**config.mk**
```make
export PLATFORM = sky130hd
export DESIGN_NAME = spi_flash_reader
export DESIGN_NICKNAME = d
export VERILOG_FILES = /design/src/rtl/spi_flash_pkg.sv /design/src/rtl/spi_flash_reader.sv
export SDC_FILE = /design/constraint.sdc
export NUM_CORES = 1
export LEC_CHECK = 0
export ABC_CLOCK_PERIOD_IN_PS = 3050
export BUFFER_PORTS_ARGS = -buffer_cell sky130_fd_sc_hd__buf_2
export CORE_AREA = 2 2 104 76
export CTS_BUF_LIST = sky130_fd_sc_hd__clkbuf_8 sky130_fd_sc_hd__clkbuf_16
export CTS_CLUSTER_SIZE = 30
export DETAILED_ROUTE_END_ITERATION = 7
export DIE_AREA = 0 0 106 78
export PLACE_DENSITY = 0.82
export SKIP_CTS_REPAIR_TIMING = 1
export SLEW_MARGIN = 10
export SYNTH_ARGS = -nofsm -noshare
export SYNTH_HDL_FRONTEND = slang
export SYNTH_SLANG_ARGS = --single-unit
```
**constraint.sdc**
```tcl
create_clock -name clk -period 3.05 [get_ports clk]
set_input_delay 0.305 -clock clk [delete_from_list [all_inputs] [get_ports clk]]
set_output_delay 0.305 -clock clk [all_outputs]
set_load 0.02 [all_outputs]
```
**src/rtl/spi_flash_pkg.sv**
```systemverilog
// Shared types and constants for the SPI flash read port.
// Imported by spi_flash_reader.
package spi_flash_pkg;

  typedef enum logic [1:0] {
    IDLE,
    SEND,
    RECV
  } state_t;

  localparam logic [7:0] SPI_READ_CMD  = 8'h03;
  localparam int         SPI_XFER_BITS = 32;

  function automatic logic [31:0] bswap32(input logic [31:0] w);
    return {w[7:0], w[15:8], w[23:16], w[31:24]};
  endfunction

endpackage

```
**src/rtl/spi_flash_reader.sv**
```systemverilog
// SPI READ (0x03) slave for the core's flash window.
// One word per strobe, fixed 128-cycle latency.
module spi_flash_reader
  import spi_flash_pkg::*;
#(
  parameter int         ADDR_WIDTH = 24,
  parameter logic [7:0] READ_CMD   = SPI_READ_CMD
) (
  input  logic                  clk,
  input  logic                  reset_n,
  input  logic                  rstrb,
  input  logic [ADDR_WIDTH-1:0] addr,
  output logic [31:0]           rdata,
  output logic                  rbusy,
  output logic                  spi_cs_n,
  output logic                  spi_clk,
  output logic                  spi_mosi,
  input  logic                  spi_miso
);

  localparam logic [4:0] LAST = 5'(SPI_XFER_BITS - 1);

  state_t      state, state_next;
  logic        phase;
  logic [4:0]  cnt;
  logic [31:0] shift;
  logic [31:0] rx;
  logic [31:0] rx_next;
  logic [31:0] load;
  logic        last_bit;

  // Word-align by masking the two low address bits in the frame.
  assign load     = {READ_CMD, addr} & 32'hFFFF_FFFC;
  assign rx_next  = {rx[30:0], spi_miso};
  assign last_bit = phase && (cnt == LAST);

  always_comb begin
    state_next = state;
    unique case (state)
      IDLE:    if (rstrb)    state_next = SEND;
      SEND:    if (last_bit) state_next = RECV;
      RECV:    if (last_bit) state_next = IDLE;
      default:               state_next = IDLE;
    endcase
  end

  always_ff @(posedge clk or negedge reset_n) begin
    if (!reset_n) begin
      state <= IDLE;
    end else begin
      state <= state_next;
    end
  end

  always_ff @(posedge clk or negedge reset_n) begin
    if (!reset_n) begin
      phase    <= 1'b0;
      cnt      <= 5'd0;
      shift    <= 32'd0;
      rx       <= 32'd0;
      rdata    <= 32'd0;
      rbusy    <= 1'b0;
      spi_cs_n <= 1'b1;
      spi_clk  <= 1'b0;
      spi_mosi <= 1'b0;
    end else if (state == IDLE) begin
      if (rstrb) begin
        shift    <= load;
        spi_mosi <= load[31];
        spi_cs_n <= 1'b0;
        rbusy    <= 1'b1;
        cnt      <= 5'd0;
        phase    <= 1'b0;
        spi_clk  <= 1'b0;
      end
    end else if (!phase) begin
      phase   <= 1'b1;
      spi_clk <= 1'b1;
    end else begin
      phase   <= 1'b0;
      spi_clk <= 1'b0;
      cnt     <= cnt + 5'd1;
      if (state == SEND) begin
        if (cnt == LAST) begin
          spi_mosi <= 1'b0;
        end else begin
          shift    <= {shift[30:0], 1'b0};
          spi_mosi <= shift[30];
        end
      end else begin
        rx <= rx_next;
        if (cnt == LAST) begin
          rdata    <= bswap32(rx_next);
          spi_cs_n <= 1'b1;
          rbusy    <= 1'b0;
        end
      end
    end
  end

endmodule

```
==> run metrics, run 1 <==
Hold Vio Cnt, Final 0; first-pass GRT wire length 12100 um; DRC 0; row cnt 26; Max IR drop VDD 0.487 mV; I/O pin cnt 64; RSZ-0062 raised after global routing false; placed cells approximately 430; Tcrit/Tclk final 0.749; worst slew pin tran 0.613 ns; Setup crit end kind flop; CP bufs+invs 1; Max-cap violations 0; pre-CTS setup slack a little under 0.8 ns; die height 78 um; DP HPWL between 4000 and 5000 um; final instance area 4840 um2; DIE WIDTH 106 um; syn_area_per_cell between 10 and 15 um2; overall routing resource usage 0.187; wire length per cell 15.5 um; core box area between 7000 and 8000 um2; vias in the first global route 2483; initial drt markers 96; Leak Pwr 2.60 nW; initial cell density of the core 0.592; setup TNS 0 ns; largest net degree at the start of global routing 56; CTS Buf Count 9; Mapped Area 4250 um2; CP cell instances ha_1 > and3_1 > ha_1 > and4bb_4 > a21oi_4 > buf_4 > mux2_2; Slew Viols, Final 0; Final setup viols 0; total grt overflow 0; internal power 0.00232 W; clock root cell clkbuf_8; Port Buffers between 60 and 70; initial antenna violation count 0; GR Util met1 0.249; status finished, final reports clean; slowest CP cell dfrtp_1; post-route setup slack 0.765 ns; Post-DP Area 4640 um2; clock skew 0.0107 ns; M2 GR Usage 0.305; final cell count without fillers 451; P_sw 0.000996 W; antenna diode count 0; min Tclk post-route between 2 and 2.5 ns; CP delay by family, top simple AND/OR/NAND/NOR gates; Critical Path RT 3.30 ns; Clock Latency Late Sink 0.36 ns; synthesis-to-layout area growth 13.9%; Max Fclk 0.438 GHz; Longest Clk Path Bufs 2; Startpoint Class flop; Rel. slew slack 0.591; Critical Path AT 2.54 ns; CTS tree yes; post-route ant nets 0; Syn Inst Count 286; DR pass1 iterations 4; clock sink count between 100 and 150; clk slew on worst S/H paths 0.10 ns; routed wire length 6990 um; DR vias/cell 5.27; Netlist cell types 33; CP max FO 28; Worst Hold Class input pin to flop; final net count 378; Hold WS roughly 0.17 ns; routability congestion estimate between 0.7 and 0.8; critical path class flop to flop; largest stage delay on the critical path 0.40 ns; post-synthesis sequential area ratio 0.606; Comb power frac 0.232; CTS H-Tree Depth 3; sw frac 0.301; GR peak layer met2; die area 8270 um2; FF-to-FF setup slack ~0.77 ns; Synth Register Bits between 100 and 150; Crit path top cell by count ha_1; clock network power share 0.244; layout cells sized above 1 0.535; pwr/cell area 684 nW/um2; vias 2375; GR Util met3 0.0555; Post-Syn Nets 316; register share of total power 0.523; Ys Warns 0
[layout make-up]
type	instances	area, um2
clock inverter	7	66.3
multi-input combinational	158	1550
clock buffer	9	124
inverter	9	33.8
timing repair buffer	67	368
sequential	103	2580
tap	98	123
fill	516	2340
[logic make-up (layout without fill, tap and decap cells)]
group,after synthesis,in the layout,synth area share
multiplexers,112,112,0.294
flip-flops,103,103,0.606
buffers and inverters,25,92,0.0291
AND/OR/NAND/NOR,23,23,0.0282
AO/OA/AOI/OAI,21,21,0.0362
adder cells (fa/ha/maj),2,2,0.00588
[flip-flops by register name, summed over array words and instances, names as in the netlist]
| name | cells |
|---|---|
| cnt | 5 |
| rx | 31 |
| phase | 1 |
| shift | 29 |
| spi_mosi | 1 |
| state | 2 |
| rdata | 32 |
| rbusy | 1 |
| spi_cs_n | 1 |
[cell usage after synthesis]
cell type  count  share of area
nor2_2         1         0.0015
mux2_2       102           0.27
nand4_1        1         0.0015
ha_1           2         0.0059
nor2_1         1        0.00088
a211oi_1       1         0.0018
and3_1         1         0.0015
and4bb_4       1         0.0038
clkbuf_1       2         0.0018
buf_2         12          0.014
buf_6          2         0.0053
o21ai_0        2         0.0024
nor3b_1        1         0.0018
nand2b_1       1         0.0015
or3_1          1         0.0015
a31oi_1        4         0.0059
dfrtp_1      102           0.60
nand2_1       12          0.011
a22o_1         2         0.0041
a21oi_1        4         0.0047
a32o_1         2         0.0047
o32ai_1        1         0.0021
dfstp_2        1         0.0062
inv_1          9         0.0079
or2_2          1         0.0015
nor3_1         1         0.0012
mux2_1         3         0.0079
o22ai_1        1         0.0015
a21oi_4        1         0.0038
nand3_1        1         0.0012
a21o_1         1         0.0018
mux2i_1        7          0.016
o21bai_1       2         0.0035
[worst reg2reg max path, delay by kind of cell (launching register included)]
kind                       cells  cell delay (ns)
muxes                          1             0.40
adders and majority gates      2             0.46
AOI/OAI and AO/OA              1             0.10
buffers and inverters          1             0.36
DFF                            1             0.40
and+or+nand+nor                2             0.46
[layout by cell type, fill, tap and decap left out, types with 2 or more instances in the layout]
cell	netlist	final
dfrtp_1	102	102
clkbuf_8	0	9
nand2_1	12	12
mux2i_1	7	7
o21ai_0	2	2
buf_2	12	60
mux2_2	102	102
inv_6	0	2
ha_1	2	2
a32o_1	2	2
a21oi_1	4	4
buf_4	0	5
a31oi_1	4	4
a22o_1	2	2
o21bai_1	2	2
inv_1	9	9
mux2_1	3	3
[per-layer routing]
layer / wire, um / up-vias
met1: 3240 / 1176
met4: 62 / 0
met5: 0 / -
met2: 3410 / 53
met3: 283 / 8
li1: - / 1138
[power groups by stage]
stage               clock [W]  combinational, W  sequential (W)
floorplan                   0          0.000631         0.00173
global placement            0          0.000739         0.00175
detailed placement          0          0.000772         0.00176
CTS                  0.000830          0.000779         0.00173
global route         0.000892          0.000855         0.00177
finish               0.000810          0.000768         0.00173
[metrics by stage]
stage | total power (W) | utilization
3_5_place_dp | 0.00253 | 0.646
6_report | 0.00331 | 0.674
2_1_floorplan | 0.00236 | -
5_1_grt | 0.00351 | 0.674
4_1_cts | 0.00334 | 0.672
3_3_place_gp | 0.00249 | 0.646
[final timing paths]
check / start / to / cells past startpoint
min in group asynchronous: reset_n / shift[21] / 2
hold / removal: addr[2] / shift[2] / 3
max in group asynchronous: reset_n / rx[6] / 3
setup / recovery: cnt[0] / shift[7] / 7
hold reg to reg: cnt[2] / cnt[2] / 1
setup reg to reg: cnt[0] / shift[7] / 7
No activity file was read; power rests on OpenSTA's default activity.
==> run 2: changes to the inputs <==
ABC_CLOCK_PERIOD_IN_PS = 2100   (was 3050)
CORE_AREA = 2 2 113 82   (was 2 2 104 76)
DIE_AREA = 0 0 115 84   (was 0 0 106 78)
PLACE_DENSITY = 0.74   (was 0.82)
clock period = 2.1 ns   (was 3.05 ns; I/O delays follow)
==> run 2 against run 1 <==
Clock power rose by 100%. Sequential power rose by 43%. Count of clock-buffer cells in the layout rose by 2. Non-clock buffer count up 18. Register-to-register slack got worse by 0.70 ns.
==> run metrics, run 2 (synthesized netlist as in run 1, its figures left out) <==
post-route ant nets 0; Max IR drop VDD between 0.5 and 0.6 mV; CP max FO 13; initial drt markers roughly 170; Critical Path RT 2.31 ns; Critical Path AT 2.25 ns; DRC 0; first-pass GRT wire length 12300 um; die area between 9000 and 10000 um2; Max Fclk just under 0.5 GHz; CTS H-Tree Depth 3; Slew Viols, Final 0; Leak Pwr 2.76 nW; placed cells 455; DR vias/cell approximately 5.2; antenna diode count 0; wire length per cell 15.5 um; final net count 397; Comb power frac 0.265; CP Depth 7; Final setup viols 0; clock network power share 0.294; post-route setup slack 0.0649 ns; DR pass1 iterations 4; Sequential Area ~2600 um2; clock root cell clkbuf_16; die height 84 um; pwr/cell area 1080 nW/um2; # fillers approximately 700; Tcrit/Tclk final 0.969; Startpoint Class flop; commonest non-fill, non-tap cells in the layout mux2_2, dfrtp_1, buf_2; reg2reg path depth 7; initial cell density of the core 0.489; routability congestion estimate 0.779; status finished, final reports clean; setup TNS 0 ns; layout cells sized above 1 0.558; Worst Hold Class input pin to flop; vias in the first global route 2519; Crit path top cell by count ha_1; max reg flops 32; Top Registers rdata: 32 flops, rx: 31 flops, shift: 29 flops; critical path class flop to flop; overall routing resource usage 0.162; CP cell instances ha_1 > and3_1 > ha_1 > and4bb_4 > a21oi_4 > buf_12 > mux2_1; Rel. slew slack 0.581; hold path depth 3; CTS tree yes; RSZ-0062 raised after global routing false; area occupied by multi-input gates about 1600 um2; CP bufs+invs 1; Longest Clk Path Bufs 2; final core area utilization 0.594; Max-cap violations 0; clock skew 0.00509 ns; internal power slightly above 0.004 W; CTS Buf Count 9; clk slew on worst S/H paths 0.06 ns; row cnt 29; worst slew pin tran roughly 0.63 ns; Post-DP Area ~4800 um2; DIE WIDTH ~120 um; vias 2512; slowest CP cell and4bb_4; clock sink count 103; routed wire length 7440 um; total grt overflow 0; largest net degree at the start of global routing 51; final instance area 5170 um2; Port Buffers 61; final cell count without fillers 479; largest register by flop count rdata; min Tclk post-route 2.04 ns; P_sw 0.00149 W; initial antenna violation count 0; register share of total power 0.441; core box area 8710 um2; Clock Latency Late Sink 0.33 ns; pre-CTS setup slack -0.302 ns; largest stage delay on the critical path 0.40 ns; DP HPWL 4890 um; sw frac 0.266; Setup crit end kind flop; CP delay by family, top simple AND/OR/NAND/NOR gates; I/O pin cnt 64; synthesis-to-layout area growth 21.6%; Hold Vio Cnt, Final 0
-- run 2: cell count changes in the layout (fill, tap and decap cells not counted) --
cell and change:
a21oi_4 +1, clkbuf_8 -7, nand3_2 +1, nand3_1 -1
bufinv_16 +1, inv_8 -1, buf_4 +14, inv_1 +1
clkinv_8 -1, clkbuf_16 +9, buf_12 +4, clkinv_4 -1
inv_6 -2
-- run 2: power by group through the flow --
stage / clock, W / combinational, W / sequential, W
2_1_floorplan: 0 / 0.000916 / 0.00251
3_3_place_gp: 0 / 0.00121 / 0.00249
3_5_place_dp: 0 / 0.00127 / 0.00251
4_1_cts: 0.00170 / 0.00127 / 0.00247
5_1_grt: 0.00178 / 0.00161 / 0.00251
6_report: 0.00165 / 0.00148 / 0.00247
-- run 2: worst min-delay path, delay by kind of cell --
family        cells  cell delay (ns)
buf+inv           1             0.10
simple gates      1             0.05
mux               1             0.06
-- run 2: cell type report --
class	instances	share of cell area
Sequential cell	103	0.499
Multi-Input combinational cell	159	0.304
Timing Repair Buffer	85	0.107
Clock buffer	11	0.0489
Tap cell	108	0.0261
Clock inverter	4	0.00895
Inverter	9	0.00653
-- run 2: final timing paths --
path	from	endpoint	slack, ns
worst min-delay path	addr[2]	shift[2]	0.12
worst min register to register	shift[22]	shift[22]	0.49
worst max register to register	cnt[0]	shift[22]	0.06
min in group asynchronous	reset_n	rdata[20]	0.45
max in group asynchronous	reset_n	rdata[12]	0.97
worst max-delay path	cnt[0]	shift[22]	0.06
-- run 2: per-layer routing --
| layer | global-route usage | vias up | wire length, um |
|---|---|---|---|
| met4 | 0.0526 | 0 | 55 |
| met5 | 0 | - | 0 |
| met2 | 0.250 | 48 | 3630 |
| li1 | - | 1184 | - |
| met3 | 0.0458 | 4 | 299 |
| met1 | 0.223 | 1276 | 3460 |
-- run 2: stage by stage --
step | total power (W) | hold slack [ns]
global route | 0.00590 | 0.117
CTS | 0.00545 | -0.0815
floorplan | 0.00343 | -0.0856
global placement | 0.00370 | 0.272
finish | 0.00560 | 0.120
detailed placement | 0.00378 | 0.275
==> run 3: changes to the inputs <==
ABC_AREA = 1   (was default)
CORE_AREA = 2 2 81 114   (was 2 2 113 82)
DIE_AREA = 0 0 83 116   (was 0 0 115 84)
SKIP_LAST_GASP = 1   (was default)
==> run 3 against run 2 <==
Design area fell by 2.6%. Global-route usage rose by 2.2 points. Synthesized cell count rose by 79%. Non-clock buffer count fell by 12. Cell count rose by 42%. Critical path depth rose by 3. Critical path type unchanged. Largest cell class unchanged. Largest power group unchanged.
==> run metrics, run 3 <==
status finished, final reports clean; Max-cap violations 0; EDFF count, synth 0; first-pass GRT wire length ~14000 um; DR pass1 iterations 4; routability congestion estimate 0.775; Mapped Area 4310 um2; post-synthesis sequential area ratio 0.599; Critical Path AT roughly 2.0 ns; Port Buffers 61; largest area contributor in the netlist dfrtp_1; routed wire length 8180 um; Tcrit/Tclk final 0.866; I/O pin cnt 64; setup TNS 0 ns; vias in the first global route 3329; Synth top area share 0.593; pwr/cell area 747 nW/um2; DR vias/cell 4.97; DRC 0; commonest non-fill, non-tap cell in the layout nand2_1; Longest Clk Path Bufs 2; Clock Latency Late Sink 0.34 ns; Max IR drop VDD just over 0.5 mV; min Tclk post-route 1.82 ns; P_sw 0.000800 W; CTS Buf Count 9; clock network power share 0.446; Worst Hold Class input pin to flop; clock skew 0.00521 ns; FFs w/ async S/R, synth 1.00; # fillers 775; reg2reg path depth 10; FF-to-FF setup slack 0.28 ns; final core area utilization 0.588; DIE WIDTH 83 um; Synth Register Bits 103; Slew Viols, Final 0; Post-Syn Nets around 540; internal power 0.00296 W; Synth top cells by count nand2_1, dfrtp_1, o21ai_0; initial antenna violation count 0; Hold WS roughly 0.13 ns; syn_area_per_cell about 8.4 um2; CTS H-Tree Depth 3; top_reg_cell synth dfrtp_1; min-delay src spi_miso; Startpoint Class flop; Ys Warns 0; core box area 8560 um2; Syn Inst Count 512; Netlist cell types 18; Worst Hold End rdata[24]; most common cell in the netlist nand2_1; Setup crit end kind flop; Comb power frac 0.022; DP HPWL 5340 um; commonest non-fill, non-tap cells in the layout nand2_1, dfrtp_1, o21ai_0, buf_2, inv_1; register share of total power 0.532; Max Fclk roughly 0.55 GHz; clock root cell clkbuf_16; clock sink count 103; largest net degree at the start of global routing 63; CP max FO 39; clk slew on worst S/H paths 0.07 ns; vias 3379; overall routing resource usage 0.184; Critical Path RT about 2.3 ns; largest register by flop count rdata; initial drt markers around 140; overall power 0.00376 W; hold path depth 3; antenna diode count 0; sw frac 0.213; die area 9630 um2; row cnt 40; final net count 600; Hold Vio Cnt, Final 0; layout cells sized above 1 0.170; CTS tree yes; initial cell density of the core 0.503; capture point of the worst reg-to-reg path rdata[19]; wire length per cell 12.0 um; total grt overflow 0; die height 116 um; synthesis-to-layout area growth 17.0%; Final setup viols 0; post-route ant nets 0; Leak Pwr roughly 2.8 nW; top cells by area, synth dfrtp_1, nand2_1, o21ai_0, nand3_1, inv_1; RSZ-0062 raised after global routing false; Top Registers rdata: 32 flops, rx: 31 flops, shift: 29 flops; worst slew pin tran just under 0.6 ns; max reg flops 32; Rel. slew slack 0.603; Reg-to-Reg Start cnt[1]; critical path class flop to flop
[run 3: power groups by stage]
stage                     Sequential [W]  Clock [W]  Combinational, W
final                            0.00200    0.00168         0.0000846
after global routing             0.00200    0.00181          0.000102
after CTS                        0.00200    0.00173         0.0000869
after detailed placement         0.00204          0         0.0000869
after global placement           0.00204          0         0.0000850
after floorplan                  0.00204          0         0.0000143
[run 3: area by class of cell]
| type | instances | area [um2] | share of cell area |
|---|---|---|---|
| flip-flops and latches | 103 | 2580 | 0.512 |
| well taps | 105 | 131 | 0.0261 |
| multi-input cells | 336 | 1430 | 0.284 |
| clock inverters | 7 | 82.6 | 0.0164 |
| repair buffers | 73 | 413 | 0.0820 |
| clock buffers | 9 | 225 | 0.0447 |
| inverters | 47 | 176 | 0.0350 |
[run 3: worst max-delay path by stage]
stage	startpoint	slack, ns	to
after global placement	cnt[1]	0.39	rdata[21]
after CTS	cnt[1]	0.27	rdata[19]
after floorplan	cnt[0]	0.41	shift[22]
after global routing	cnt[1]	0.1	rdata[8]
after detailed placement	cnt[1]	0.32	rdata[19]
final	cnt[1]	0.28	rdata[19]
[run 3: stage by stage]
stage,worst slack (ns),instances,instance area [um2]
after floorplan,0.413,512,4310
after global placement,0.386,663,4720
after detailed placement,0.315,663,4720
after CTS,0.275,679,5030
after global routing,0.0995,680,5040
final,0.282,680,5040
[run 3: logic make-up (layout without fill, tap and decap cells)]
kind of cell,count (synthesis),count (layout),share of synthesized area
buffers and inverters,73,136,0.0700
AO/OA/AOI/OAI,68,68,0.0790
adder cells (fa/ha/maj),2,2,0.00581
AND/OR/NAND/NOR,266,266,0.246
flip-flops,103,103,0.599
[run 3: critical path, stage by stage (launching register included)]
cell     delay [ns]
dfrtp_1        0.37
ha_1           0.19
nand2_1        0.09
nor2_1         0.11
ha_1           0.22
inv_1          0.08
nor2_2         0.17
inv_2          0.05
buf_4          0.23
nand2_1        0.09
o21ai_0        0.08
[run 3: metal layers]
| metal | wire length [um] | global-route usage | vias to the layer above | share of wire |
|---|---|---|---|---|
| met2 | 4040 | 0.324 | 67 | 0.49 |
| met3 | 358 | 0.0520 | 9 | 0.044 |
| met4 | 150 | 0.0732 | 0 | 0.018 |
| li1 | - | - | 1696 | - |
| met1 | 3630 | 0.214 | 1607 | 0.44 |
| met5 | 0 | 0 | - | 0 |
